<file path="config.mk">
export PLATFORM = sky130hd
export DESIGN_NAME = hazard_stall_ctrl_flat
export DESIGN_NICKNAME = d
export VERILOG_FILES = /design/src/rtl/hazard_stall_ctrl_pkg.sv /design/src/rtl/hazard_stall_ctrl_if.sv /design/src/rtl/hazard_stall_ctrl_insn_regs_decode.sv /design/src/rtl/hazard_stall_ctrl.sv /design/src/flat_wrapper.sv
export SDC_FILE = /design/constraint.sdc
export NUM_CORES = 1
export LEC_CHECK = 0
export ABC_CLOCK_PERIOD_IN_PS = 5090
export CAP_MARGIN = 30
export CORE_MARGIN = 4
export CORE_UTILIZATION = 43
export CTS_BUF_LIST = sky130_fd_sc_hd__clkbuf_2 sky130_fd_sc_hd__clkbuf_4 sky130_fd_sc_hd__clkbuf_8
export CTS_CLUSTER_DIAMETER = 50
export CTS_CLUSTER_SIZE = 20
export DETAILED_ROUTE_END_ITERATION = 10
export PLACE_DENSITY = 0.85
export SYNTH_ARGS = -nofsm -noshare
export SYNTH_HDL_FRONTEND = slang
export SYNTH_SLANG_ARGS = --single-unit
</file>
<file path="constraint.sdc">
create_clock -name clock -period 5.09 [get_ports clock]
set_input_delay 1.2725 -clock clock [delete_from_list [all_inputs] [get_ports clock]]
set_output_delay 1.2725 -clock clock [all_outputs]
set_load 0.005 [all_outputs]
</file>
<file path="src/rtl/hazard_stall_ctrl_pkg.sv">
// Shared decode constants, field positions, FSM state and per-instruction info
// for the pipeline interlock controller.
package hazard_stall_ctrl_pkg;

  localparam logic [4:0] OP_ALU  = 5'b00000;
  localparam logic [4:0] OP_ADDI = 5'b00101;
  localparam logic [4:0] OP_LW   = 5'b01000;
  localparam logic [4:0] OP_SW   = 5'b00111;
  localparam logic [4:0] OP_BNE  = 5'b00010;
  localparam logic [4:0] OP_BLT  = 5'b00110;
  localparam logic [4:0] OP_JR   = 5'b00100;
  localparam logic [4:0] OP_BEX  = 5'b10110;

  localparam logic [4:0] ALU_MUL = 5'b00110;
  localparam logic [4:0] ALU_DIV = 5'b00111;

  localparam int OPC_HI = 31, OPC_LO = 27;
  localparam int RD_HI  = 26, RD_LO  = 22;
  localparam int RS_HI  = 21, RS_LO  = 17;
  localparam int RT_HI  = 16, RT_LO  = 12;
  localparam int AOP_HI = 6,  AOP_LO = 2;

  localparam logic [4:0]  REG_STATUS = 5'd30;
  localparam logic [31:0] NOP        = 32'h0000_0000;

  typedef enum logic [1:0] {
    MD_IDLE,
    MD_BUSY,
    MD_DONE
  } md_state_e;

  // src_mask holds registers whose value must be ready in execute; a store's
  // data register is left out because it is forwarded later from M/W.
  typedef struct packed {
    logic [31:0] src_mask;
    logic [4:0]  rd;
    logic        is_load;
    logic        is_muldiv;
    logic        is_div;
    logic        is_sw;
  } insn_info_t;

endpackage

</file>
<file path="src/rtl/hazard_stall_ctrl_if.sv">
// Pipeline-side bundle of the interlock controller: latched instructions,
// multdiv ready, and all stall / bubble / multdiv control outputs.
interface hazard_stall_ctrl_if;
  logic [31:0] FDinsn;
  logic [31:0] DXinsn;
  logic        md_ready;
  logic        stall_fetch;
  logic        stall_decode;
  logic        bubble_dx;
  logic        bubble_xm;
  logic        md_ctrl_mult;
  logic        md_ctrl_div;
  logic        md_result_valid;
  logic        md_timeout;

  modport master (
    output FDinsn, DXinsn, md_ready,
    input  stall_fetch, stall_decode, bubble_dx, bubble_xm,
           md_ctrl_mult, md_ctrl_div, md_result_valid, md_timeout
  );

  modport slave (
    input  FDinsn, DXinsn, md_ready,
    output stall_fetch, stall_decode, bubble_dx, bubble_xm,
           md_ctrl_mult, md_ctrl_div, md_result_valid, md_timeout
  );
endinterface

</file>
<file path="src/rtl/hazard_stall_ctrl_insn_regs_decode.sv">
// Register-usage decoder: source-register mask, destination and class flags
// for one instruction. Instantiated once for F/D and once for D/X.
module insn_regs_decode
  import hazard_stall_ctrl_pkg::*;
(
  input  logic [31:0] insn,
  output insn_info_t  info
);
  logic [4:0] opc, rd, rs, rt, aop;
  logic       unused_bits;

  assign opc = insn[OPC_HI:OPC_LO];
  assign rd  = insn[RD_HI:RD_LO];
  assign rs  = insn[RS_HI:RS_LO];
  assign rt  = insn[RT_HI:RT_LO];
  assign aop = insn[AOP_HI:AOP_LO];
  assign unused_bits = ^{insn[11:7], insn[1:0]};

  // NOTE: every field gets a default before the conditional updates, so no
  // path through this block leaves a value held and no latch is inferred.
  always_comb begin
    info           = '0;
    info.rd        = rd;
    info.is_load   = (opc == OP_LW);
    info.is_sw     = (opc == OP_SW);
    info.is_muldiv = (opc == OP_ALU) && (aop == ALU_MUL || aop == ALU_DIV);
    info.is_div    = (opc == OP_ALU) && (aop == ALU_DIV);
    if (opc inside {OP_ALU, OP_ADDI, OP_LW, OP_SW, OP_BNE, OP_BLT})
      info.src_mask[rs] = 1'b1;
    if (opc == OP_ALU)
      info.src_mask[rt] = 1'b1;
    if (opc inside {OP_BNE, OP_BLT, OP_JR})
      info.src_mask[rd] = 1'b1;
    if (opc == OP_BEX)
      info.src_mask[REG_STATUS] = 1'b1;
  end
endmodule

</file>
<file path="src/rtl/hazard_stall_ctrl.sv">
// Pipeline interlock: load-use stall plus multdiv IDLE/BUSY/DONE handshake.
// Optional BUSY timeout is enabled with the HAZARD_MD_TIMEOUT_EN macro.
module hazard_stall_ctrl
  import hazard_stall_ctrl_pkg::*;
#(
  parameter int MD_TIMEOUT = 40
) (
  input logic                clock,
  input logic                reset_n,
  hazard_stall_ctrl_if.slave bus
);
  insn_info_t fd_info, dx_info;
  md_state_e  state, state_next;
  logic       load_use, expire, timeout_q;
  logic       sf, sd, bdx, bxm, pulse_mult, pulse_div, res_valid;
  logic       unused_fields;

  insn_regs_decode u_fd_decode (.insn(bus.FDinsn), .info(fd_info));
  insn_regs_decode u_dx_decode (.insn(bus.DXinsn), .info(dx_info));

  assign unused_fields = ^{fd_info.rd, fd_info.is_load, fd_info.is_muldiv,
                           fd_info.is_div, fd_info.is_sw, dx_info.src_mask,
                           dx_info.is_sw};

  assign load_use = dx_info.is_load && (dx_info.rd != '0)
                    && fd_info.src_mask[dx_info.rd];

`ifdef HAZARD_MD_TIMEOUT_EN
  localparam int CNT_W = $clog2(MD_TIMEOUT + 1);
  logic [CNT_W-1:0] busy_cnt;

  // Counter sits at zero outside BUSY, so it is already clear on entry.
  assign expire = (state == MD_BUSY) && !bus.md_ready
                  && (busy_cnt == CNT_W'(MD_TIMEOUT - 1));

  always_ff @(posedge clock) begin
    if (!reset_n) begin
      busy_cnt  <= '0;
      timeout_q <= 1'b0;
    end else begin
      busy_cnt  <= (state == MD_BUSY) ? busy_cnt + CNT_W'(1) : '0;
      timeout_q <= expire;
    end
  end
`else
  assign expire    = 1'b0;
  assign timeout_q = 1'b0;
`endif

  // NOTE: reset is synchronous, so it is tested inside the clocked block and
  // is absent from the sensitivity list; state uses non-blocking assignment.
  always_ff @(posedge clock) begin
    if (!reset_n) state <= MD_IDLE;
    else          state <= state_next;
  end

  always_comb begin
    state_next = state;
    sf         = 1'b0;
    sd         = 1'b0;
    bdx        = 1'b0;
    bxm        = 1'b0;
    pulse_mult = 1'b0;
    pulse_div  = 1'b0;
    res_valid  = 1'b0;
    unique case (state)
      MD_IDLE: begin
        if (dx_info.is_muldiv) begin
          pulse_mult = !dx_info.is_div;
          pulse_div  = dx_info.is_div;
          {sf, sd, bxm} = 3'b111;
          state_next = MD_BUSY;
        end else if (load_use) begin
          {sf, bdx} = 2'b11;
        end
      end
      MD_BUSY: begin
        {sf, sd, bxm} = 3'b111;
        if (bus.md_ready || expire) state_next = MD_DONE;
      end
      MD_DONE: begin
        // D/X advances this cycle; the finished op is never restarted.
        res_valid  = 1'b1;
        state_next = MD_IDLE;
        if (load_use) {sf, bdx} = 2'b11;
      end
      default: state_next = MD_IDLE;
    endcase
  end

  assign bus.stall_fetch     = reset_n & sf;
  assign bus.stall_decode    = reset_n & sd;
  assign bus.bubble_dx       = reset_n & bdx;
  assign bus.bubble_xm       = reset_n & bxm;
  assign bus.md_ctrl_mult    = reset_n & pulse_mult;
  assign bus.md_ctrl_div     = reset_n & pulse_div;
  assign bus.md_result_valid = reset_n & res_valid;
  assign bus.md_timeout      = reset_n & (state == MD_DONE) & timeout_q;
endmodule

</file>
<file path="src/flat_wrapper.sv">
// flat-port wrapper written by rule: the top's interface ports become plain ports
module hazard_stall_ctrl_flat import hazard_stall_ctrl_pkg::*;
#(
  parameter int MD_TIMEOUT = 40
)
  (clock, reset_n, bus_FDinsn, bus_DXinsn, bus_md_ready, bus_stall_fetch, bus_stall_decode, bus_bubble_dx, bus_bubble_xm, bus_md_ctrl_mult, bus_md_ctrl_div, bus_md_result_valid, bus_md_timeout);
  hazard_stall_ctrl_if bus_i ();
  input logic clock;
  input logic reset_n;
  input wire logic [$bits(bus_i.FDinsn)-1:0] bus_FDinsn;
  input wire logic [$bits(bus_i.DXinsn)-1:0] bus_DXinsn;
  input wire logic [$bits(bus_i.md_ready)-1:0] bus_md_ready;
  output wire logic [$bits(bus_i.stall_fetch)-1:0] bus_stall_fetch;
  output wire logic [$bits(bus_i.stall_decode)-1:0] bus_stall_decode;
  output wire logic [$bits(bus_i.bubble_dx)-1:0] bus_bubble_dx;
  output wire logic [$bits(bus_i.bubble_xm)-1:0] bus_bubble_xm;
  output wire logic [$bits(bus_i.md_ctrl_mult)-1:0] bus_md_ctrl_mult;
  output wire logic [$bits(bus_i.md_ctrl_div)-1:0] bus_md_ctrl_div;
  output wire logic [$bits(bus_i.md_result_valid)-1:0] bus_md_result_valid;
  output wire logic [$bits(bus_i.md_timeout)-1:0] bus_md_timeout;
  assign bus_i.FDinsn = bus_FDinsn;
  assign bus_i.DXinsn = bus_DXinsn;
  assign bus_i.md_ready = bus_md_ready;
  assign bus_stall_fetch = bus_i.stall_fetch;
  assign bus_stall_decode = bus_i.stall_decode;
  assign bus_bubble_dx = bus_i.bubble_dx;
  assign bus_bubble_xm = bus_i.bubble_xm;
  assign bus_md_ctrl_mult = bus_i.md_ctrl_mult;
  assign bus_md_ctrl_div = bus_i.md_ctrl_div;
  assign bus_md_result_valid = bus_i.md_result_valid;
  assign bus_md_timeout = bus_i.md_timeout;
  hazard_stall_ctrl #(.MD_TIMEOUT(MD_TIMEOUT)) u_core (.clock(clock), .reset_n(reset_n), .bus(bus_i));
endmodule
</file>
# == After elaboration in Yosys (flattened, before gate mapping) ==
# Index checks and enable logic that the tools add are counted.
# word_totals
mem_bits_ro,0
in_bits,67
latchBits,0
ram_bits,0
word_cells,73
out_inout_bits,8
regBits,2
n_memories,0
# op_classes
n_reduce_logical,16
shifts,0
n_eq_ne,14
n_lt_le_gt_ge,7
multipliers,0
add_sub_neg,0
n_div,0
bitwise,8
muxes,27
# op_table
cell,n
two-way mux 32 bit,3
bitwise OR 32 bit,2
"== test 5 x 3 -> 1 bit, second input constant",6
"< comparator 5 x 6 -> 1 bit, second input constant",4
demux 1 bit (select 5 bit),3
">= comparator 5 x 1 -> 1 bit, second input constant",3
two-way mux 1 bit,14
"== test 5 x 4 -> 1 bit, second input constant",2
logical NOT 5 bit,2
logical AND 1 bit,7
AND 1 bit,6
nonzero test 6 bit,1
binary-select mux 1 bit (select 5 bit),1
"== test 5 x 2 -> 1 bit, second input constant",1
"== test 5 bit, second input constant",1
nonzero test 5 bit,1
two-way mux 2 bit,2
one-hot mux 1 bit (2 select lines),2
one-hot mux 2 bit (2 select lines),1
one-hot mux 1 bit (3 select lines),1
nonzero test 3 bit,1
"== test 2 x 1 -> 1 bit, second input constant",1
"== test 2 bit, second input constant",1
logical NOT 2 bit,1
5 further kinds,5

# == Depth between registers and ports, before layout ==
# Gate-level depths: netlist of the first run.
# logic_depth
depth_word,17
depth_mapped,10
mapped_depth_nobuf,8

# == Modules after synthesis ==
# A second synthesis of the first run with hierarchy kept.
# hier_totals
hier_cells,342
hier_area_um2,2434.8
# modules_own_cells
module,area_per_inst_um2,cells_per_inst,instances,seq_area_each_um2
insn_regs_decode at u_core.u_dx_decode,1008.5,150,1,0.0
insn_regs_decode at u_core.u_fd_decode,984.7,144,1,0.0
hazard_stall_ctrl,441.7,48,1,40.0

# == Worst setup path after synthesis of the first run ==
# Ideal clock, no wire load.
# synth_path
path_type,input -> output
start,input port bus_FDinsn[31]
end,output port bus_bubble_dx
path_slack_ps,542
required_time_ps,3818
n_path_buf,1
path_stages,9
t_arrival_ps,3275
cell_sequence,buf_6 > or3_4 > or4b_4 > a2111oi_4 > a2111oi_1 > o211ai_2 > o2111ai_1 > o211ai_2 > and4_1
# synth_via
elab_chain_len,15
elab_cells_between_ends,23
classes_between,eq/ne: 7; mux: 9; bitwise: 3; reduce/logical: 4
# synth_lines
element,line_no,rtl
"start, declared",flat_wrapper.sv:10,input wire logic [$bits(bus_i.FDinsn)-1:0] bus_FDinsn;
"== test 5 x 3 -> 1 bit, or another cell as far along",hazard_stall_ctrl_insn_regs_decode.sv:28,"if (opc inside {OP_ALU, OP_ADDI, OP_LW, OP_SW, OP_BNE, OP_BLT})"
nonzero test 6 bit,hazard_stall_ctrl_insn_regs_decode.sv:28,
two-way mux 32 bit,hazard_stall_ctrl_insn_regs_decode.sv:28,
bitwise OR 32 bit (no line),-,
two-way mux 32 bit,hazard_stall_ctrl_insn_regs_decode.sv:30,if (opc == OP_ALU)
bitwise OR 32 bit (no line),-,
two-way mux 32 bit,hazard_stall_ctrl_insn_regs_decode.sv:32,"if (opc inside {OP_BNE, OP_BLT, OP_JR})"
two-way mux 1 bit,hazard_stall_ctrl_insn_regs_decode.sv:34,if (opc == OP_BEX)
binary-select mux 1 bit (select 5 bit) (*),hazard_stall_ctrl.sv:26,&& fd_info.src_mask[dx_info.rd];
two-way mux 1 bit (implied by the code) (*),hazard_stall_ctrl.sv:26,
logical AND 1 bit (*),hazard_stall_ctrl.sv:26,
two-way mux 1 bit (*),"hazard_stall_ctrl.sv:73, hazard_stall_ctrl.sv:85",
two-way mux 1 bit,hazard_stall_ctrl.sv:68,if (dx_info.is_muldiv) begin
one-hot mux 1 bit (2 select lines) (*),hazard_stall_ctrl.sv:66,unique case (state)
AND 1 bit (*),hazard_stall_ctrl.sv:93,assign bus.bubble_dx = reset_n & bdx;
"end, declared",flat_wrapper.sv:15,output wire logic [$bits(bus_i.bubble_dx)-1:0] bus_bubble_dx;
# Every way passes the cells marked *; elsewhere a longest branch is shown, timed or not. The select of a mux whose other input is x is not followed.

# == Worst setup path after layout of the first run ==
# layout_path
start,input port bus_FDinsn[27]
end,output port bus_stall_fetch
# layout_via
elab_chain_len,15
elab_cells_between_ends,23
classes_between,eq/ne: 7; mux: 9; bitwise: 3; reduce/logical: 4
# layout_lines
element,line_no,rtl
"== test 5 x 3 -> 1 bit, or another cell as far along",hazard_stall_ctrl_insn_regs_decode.sv:28,
nonzero test 6 bit,hazard_stall_ctrl_insn_regs_decode.sv:28,
two-way mux 32 bit,hazard_stall_ctrl_insn_regs_decode.sv:28,
bitwise OR 32 bit (no line),-,
two-way mux 32 bit,hazard_stall_ctrl_insn_regs_decode.sv:30,
bitwise OR 32 bit (no line),-,
two-way mux 32 bit,hazard_stall_ctrl_insn_regs_decode.sv:32,
two-way mux 1 bit,hazard_stall_ctrl_insn_regs_decode.sv:34,
binary-select mux 1 bit (select 5 bit) (*),hazard_stall_ctrl.sv:26,
two-way mux 1 bit (implied by the code) (*),hazard_stall_ctrl.sv:26,
logical AND 1 bit (*),hazard_stall_ctrl.sv:26,
two-way mux 1 bit (*),"hazard_stall_ctrl.sv:73, hazard_stall_ctrl.sv:85",
two-way mux 1 bit,hazard_stall_ctrl.sv:68,
one-hot mux 1 bit (3 select lines) (*),hazard_stall_ctrl.sv:66,
AND 1 bit (*),hazard_stall_ctrl.sv:91,assign bus.stall_fetch = reset_n & sf;
"end, declared",flat_wrapper.sv:13,output wire logic [$bits(bus_i.stall_fetch)-1:0] bus_stall_fetch;
# Marked as above.

==> results of run 1 <==
-- where the power goes --
| group | leakage [nW] | internal, mW | switching, mW |
|---|---|---|---|
| clock | 0.0216 | 0.0502 | 0.0146 |
| sequential | 0.0161 | 0.0158 | 0.0000131 |
| combinational | 0.981 | 0.0859 | 0.0845 |
| total | 1.02 | 0.152 | 0.0991 |
-- per-layer routing --
layer | global-route usage | part of all wire | vias to the layer above
met5 | 0 | 0 | -
met4 | 0.164 | 0.061 | 0
met3 | 0.0454 | 0.10 | 55
met2 | 0.514 | 0.47 | 211
met1 | 0.365 | 0.37 | 1162
li1 | - | - | 1153
-- layout by cell type, fill, tap and decap left out, types with 3 or more instances in the layout --
master | synthesis | final
and4_1 | 3 | 3
nand3b_1 | 3 | 3
o31ai_1 | 5 | 4
nand4b_1 | 5 | 5
nand2_1 | 21 | 21
clkdlybuf4s50_1 | 0 | 36
or3_4 | 1 | 3
nor2b_1 | 6 | 6
dlygate4sd2_1 | 0 | 5
nand4_1 | 5 | 5
and2_1 | 4 | 4
a31o_2 | 3 | 3
inv_1 | 5 | 5
a32oi_1 | 3 | 3
nor3b_1 | 4 | 3
a211oi_1 | 3 | 3
a31oi_1 | 3 | 3
and3_1 | 3 | 3
and3b_1 | 3 | 3
nand2b_1 | 4 | 4
a22oi_1 | 8 | 8
a21oi_1 | 7 | 7
nand3_1 | 12 | 11
nor2_1 | 18 | 18
clkbuf_8 | 0 | 3
nor4_1 | 7 | 6
nor3_1 | 11 | 11
or2_2 | 3 | 3
buf_4 | 2 | 72
a221oi_1 | 4 | 3
-- critical path: cells and delay by family --
kind            cells  cell delay (ns)
compound gates      4             0.83
buf+inv             3             0.53
simple gates        4             1.13
-- final cells by class --
class	count	area share
clock buffers	3	0.0152
flip-flops and latches	2	0.0147
multi-input cells	210	0.578
inverters	5	0.00690
repair buffers	118	0.364
well taps	46	0.0211
-- logic make-up (layout without fill, tap and decap cells) --
logic type                after synthesis  after routing  share of synthesized area
AOI/OAI and AO/OA                      74             74                      0.378
other                                   1              1                    0.00237
buffers and inverters                  27            126                     0.0760
and+or+nand+nor                       131            131                      0.495
muxes                                   1              1                    0.00713
xor gates and xnor gates                3              3                     0.0166
DFF                                     2              2                     0.0253
-- worst max path at each step --
stage,start,to,slack [ns]
2_1_floorplan,bus_FDinsn[31],bus_bubble_dx,0.54
3_3_place_gp,bus_FDinsn[27],bus_bubble_dx,-0.50
3_5_place_dp,bus_FDinsn[27],bus_bubble_dx,-0.59
4_1_cts,bus_FDinsn[16],bus_bubble_dx,0.01
5_1_grt,bus_FDinsn[27],bus_stall_fetch,-0.01
6_report,bus_FDinsn[27],bus_stall_fetch,0.07
-- what timing repair did --
item | 4_1_cts | 5_1_grt
setup endpoints to repair | 2 | 2
pin swaps | 8 | 10
setup buffers | 4 | 1
gates resized for setup | 26 | 16
==> summary.md, run 1 <==
| Metric | Value |
|---|---|
| Biggest regs | `u_core.state: 2 flops` |
| DR vias | `2581` |
| CTS root buffer | `clkbuf_8` |
| Clock buffer depth | `2` |
| Tightest Hold Check Type | `reg2reg` |
| Seq cells post-synth | `2` |
| ANT cells | `0` |
| Num CTS Buffers | `3` |
| Max incr delay on CP | `0.43 ns` |
| Clk pin slew, worst setup/hold paths | `0.03 ns` |
| Max Transition Viols Final | `0` |
| Finished layout cell area | `0.00272 mm^2` |
| Peak supply drop | `0.148 mV` |
| Finished Core Util | `0.791` |
| First-pass GRT wire length | `11.0 mm` |
| Post-DP Area | `0.00251 mm^2` |
| Setup TNS | `0 ns` |
| Reg area | `40.0 um^2` |
| Critical Path RT | `3.82 ns` |
| Skew-Pair Late Insertion Delay | `0.22 ns` |
| Buffers on Ports | `44` |
| Starting density of the core | `0.459` |
| Die Area | `0.00471 mm^2` |
| Detailed-route wire length | `7.30 mm` |
| Hold violation count in the final report | `0` |
| Post-Syn Instances | `239` |
| Row count | `21` |
| HPWL Detailed | `5.52 mm` |
| Max reg flops | `2` |
| Fmax | `199 MHz` |
| Cell breakdown of the critical path | `dlygate4sd2_1 -> or3_4 -> or3_4 -> buf_4 -> o221ai_4 -> o32ai_2 -> a311o_1 -> nand4_1 -> and2_1 -> a31o_1 -> clkbuf_2` |
| FILL cells | `239` |
| CP arrival | `3.75 ns` |
| Register area share after synthesis | `0.0253` |
| Io pins | `75` |
| Top-count cell post-synth | `nand2_1` |
| Die Span Y | `68.6 um` |
| R2r setup slk | `3.94 ns` |
| DR vias/cell | `6.72` |
| DR WL/cell | `19.0 um` |
| Yosys warns | `0` |
| RR Startpoint | `u_core.state[1]$_SDFFE_PN0P_` |
| Top-area cell type share of the netlist area | `0.0499` |
| Htree depth | `1` |
| Largest net degree at the start of global routing | `18` |
| RSZ-0062 raised after global routing | `true` |
| Post-synth top cells | `21 x nand2_1, 18 x nor2_1, 15 x clkbuf_1` |
| Fin Hold WS | `0.535 ns` |
| Antenna violations before repair | `0` |
| Post-DRT Antenna Nets | `0` |
| Syn_area_per_cell | `6.61 um^2` |
| CP endpoint kind | `output pin` |
| Setup WS pre-CTS | `-0.587 ns` |
| Worst R2R Path Depth | `4` |
| Cells after DPL | `378` |
| Hold Path Stages | `1` |
| Post-route DRC | `0` |
| Distinct cells, synth | `71` |
| Number of flops mapped to enable cells by yosys | `0` |
| Power Dens Cells | `92.3 mW/mm^2` |
| Total gr overflow | `0` |
| RD Place Congestion | `1.00` |
| CTS tree | `built` |
| R2R Path End | `u_core.state[0]$_SDFFE_PN0P_` |
| # hold bufs at CTS | `0` |
| WS Path Type | `in2out` |
| Most used DFF post-synth | `dfxtp_1` |
| Slowest CP cell | `or3_4` |
| Layout area overhead | `72.2%` |
| # clock sinks | `2` |
| Most flop-heavy register | `u_core.state` |
| Dominant cells by area after synthesis | `nand2_1 5.0%, nor2_1 4.3%, nand3_1 3.8%, a22oi_1 3.8%, clkbuf_1 3.6%` |
| Max-cap violations | `0` |
| Asr flop ratio synth | `0` |
| Share of cells above drive strength 1 | `0.352` |
| CP dominant cell by count | `or3_4` |
| Setup violators final | `0` |
| Finished Layout Cells | `384` |
| Core ar. | `0.00344 mm^2` |
| Setup Skew | `0.00620 ns` |
| Drt first-iter violations | `284` |
| Period utilisation layout | `0.987` |
| Critical Path Source Type | `input pin` |
| Syn nets | `306` |
| Area of the multi-input gates | `0.00157 mm^2` |
| Status | `finished clean` |
| Lkg Pwr | `1.02 nW` |
| Leading area contributor after synthesis | `nand2_1` |
| Min Clock Period, post-route | `5.02 ns` |
| Hold path endpoint | `u_core.state[1]$_SDFFE_PN0P_` |
| Crit Path Max Fanout | `4` |
| Power Total | `0.251 mW` |
| Gr usage total | `0.304` |
| Detailed Routing Iterations Pass 1 | `8` |
| Die width | `68.6 um` |
| Setup ws final | `0.0652 ns` |
| Hold Startpoint | `u_core.state[0]$_SDFFE_PN0P_` |
| Fin nets | `407` |
| Area of the mapped netlist | `0.00158 mm^2` |
| Vias in the first global route | `2394` |
No activity file was read; power rests on OpenSTA's default activity.
==> run 2: changes to the inputs <==
Settings changed: CAP_MARGIN 30 to 20, CORE_UTILIZATION 43 to 35, PLACE_DENSITY 0.85 to 0.71.
==> summary.md, run 2 (synthesis results as in run 1) <==
| Metric | Value |
|---|---|
| Htree depth | `1` |
| Finished layout cell area | `0.00276 mm^2` |
| HPWL Detailed | `5.05 mm` |
| Max-cap violations | `0` |
| WS Path Type | `in2out` |
| Post-route DRC | `0` |
| Setup Skew | `0.00406 ns` |
| FILL cells | `376` |
| Fmax | `201 MHz` |
| Tightest Hold Check Type | `reg2reg` |
| Setup WS pre-CTS | `-0.519 ns` |
| Row count | `24` |
| DR vias/cell | `5.93` |
| Finished Layout Cells | `393` |
| Power Total | `0.247 mW` |
| Share of cells above drive strength 1 | `0.370` |
| Most flop-heavy register | `u_core.state` |
| Leading cell type in the layout, fill and taps excluded | `buf_4` |
| Gr usage total | `0.225` |
| Io pins | `75` |
| CP arrival | `3.69 ns` |
| RSZ-0062 raised after global routing | `false` |
| First-pass GRT wire length | `10.2 mm` |
| Min Clock Period, post-route | `4.97 ns` |
| Core ar. | `0.00435 mm^2` |
| DR vias | `2331` |
| DR WL/cell | `16.2 um` |
| Detailed-route wire length | `6.36 mm` |
| Die Area | `0.00565 mm^2` |
| CTS tree | `built` |
| CP endpoint kind | `output pin` |
| Max reg flops | `2` |
| # clock sinks | `2` |
| Critical Path RT | `3.82 ns` |
| Total gr overflow | `0` |
| Die width | `75.2 um` |
| Layout area overhead | `74.7%` |
| Fin Hold WS | `0.502 ns` |
| Drt first-iter violations | `279` |
| Crit Path Max Fanout | `4` |
| Biggest regs | `u_core.state: 2 flops` |
| Detailed Routing Iterations Pass 1 | `5` |
| Largest net degree at the start of global routing | `22` |
| Power Dens Cells | `89.6 mW/mm^2` |
| Finished Core Util | `0.634` |
| Worst slew margin | `0.638` |
| Max Transition Viols Final | `0` |
| Period utilisation layout | `0.976` |
| Hold violation count in the final report | `0` |
| Starting density of the core | `0.363` |
| RD Place Congestion | `0.982` |
| Status | `finished clean` |
| CTS root buffer | `clkbuf_8` |
| Vias in the first global route | `2172` |
| Num CTS Buffers | `3` |
| Most frequent cells in the layout | `76 x buf_4, 37 x clkdlybuf4s50_1, 21 x nand2_1` |
| Buffers on Ports | `44` |
| Clock buffer depth | `2` |
| Slew @ Worst Pin | `0.541 ns` |
| ANT cells | `0` |
| Cells after DPL | `388` |
| Die Span Y | `75.2 um` |
| Setup TNS | `0 ns` |
| Peak supply drop | `0.142 mV` |
| Fin nets | `410` |
| Setup ws final | `0.123 ns` |
| Clk pin slew, worst setup/hold paths | `0.03 ns` |
| Critical Path Source Type | `input pin` |
| Antenna violations before repair | `0` |
| Post-DP Area | `0.00255 mm^2` |
| Lkg Pwr | `1.04 nW` |
| Setup violators final | `0` |
| Post-DRT Antenna Nets | `0` |
| Skew-Pair Late Insertion Delay | `0.21 ns` |
run 2: changes by cell type in the layout (fill, tap and decap cells not counted), sizes merged:
cell and delta:
buf +3, dlygate4sd2 -2, clkbuf -1, clkdlybuf4s15 +1, clkdlybuf4s50 +1, dlymetal6s2s +1
run 2: power breakdown:
group          total (mW)  leakage, nW  internal [mW]  switching [mW]
Sequential         0.0158       0.0161         0.0158       0.0000111
Combinational       0.169        0.998         0.0885          0.0810
Clock              0.0620       0.0216         0.0500          0.0121
Total               0.247         1.04          0.154          0.0930
run 2: area by class of cell:
class,instances,area (um^2),area share
sequential,2,40.0,0.0145
timing repair buffer,121,1020,0.369
inverter,5,18.8,0.00680
multi-input combinational,210,1580,0.571
clock buffer,3,41.3,0.0150
tap,52,65.1,0.0236
run 2: critical path, cell delays in order:
cell	delay, ns
dlygate4sd2_1	0.24
or3_4	0.40
or3_4	0.43
o21ai_4	0.19
o21ba_4	0.19
a2111oi_4	0.34
nor3_2	0.08
o21ai_2	0.18
a31o_1	0.16
clkdlybuf4s15_2	0.20
run 2: worst paths after layout:
check | startpoint | endpoint | slack, ns | depth (start not counted)
hold reg to reg | u_core.state[0]$_SDFFE_PN0P_ | u_core.state[1]$_SDFFE_PN0P_ | 0.50 | 1
setup reg to reg | u_core.state[1]$_SDFFE_PN0P_ | u_core.state[0]$_SDFFE_PN0P_ | 4.01 | 4
hold / removal | u_core.state[0]$_SDFFE_PN0P_ | u_core.state[1]$_SDFFE_PN0P_ | 0.50 | 1
setup / recovery | bus_FDinsn[27] | bus_stall_fetch | 0.12 | 10
run 2: metal layers:
metal / part of all wire / track usage / wire [um]
met1: 0.42 / 0.315 / 2700
met2: 0.47 / 0.361 / 2960
met3: 0.082 / 0.0120 / 519
met4: 0.028 / 0.0913 / 177
met5: 0 / 0 / 0
run 2: repair_timing:
action	in CTS	in global routing
pin swaps	16	7
hold buffers	0	0
buffers inserted	1	1
gates resized for setup	26	17
setup endpoints to repair	2	2
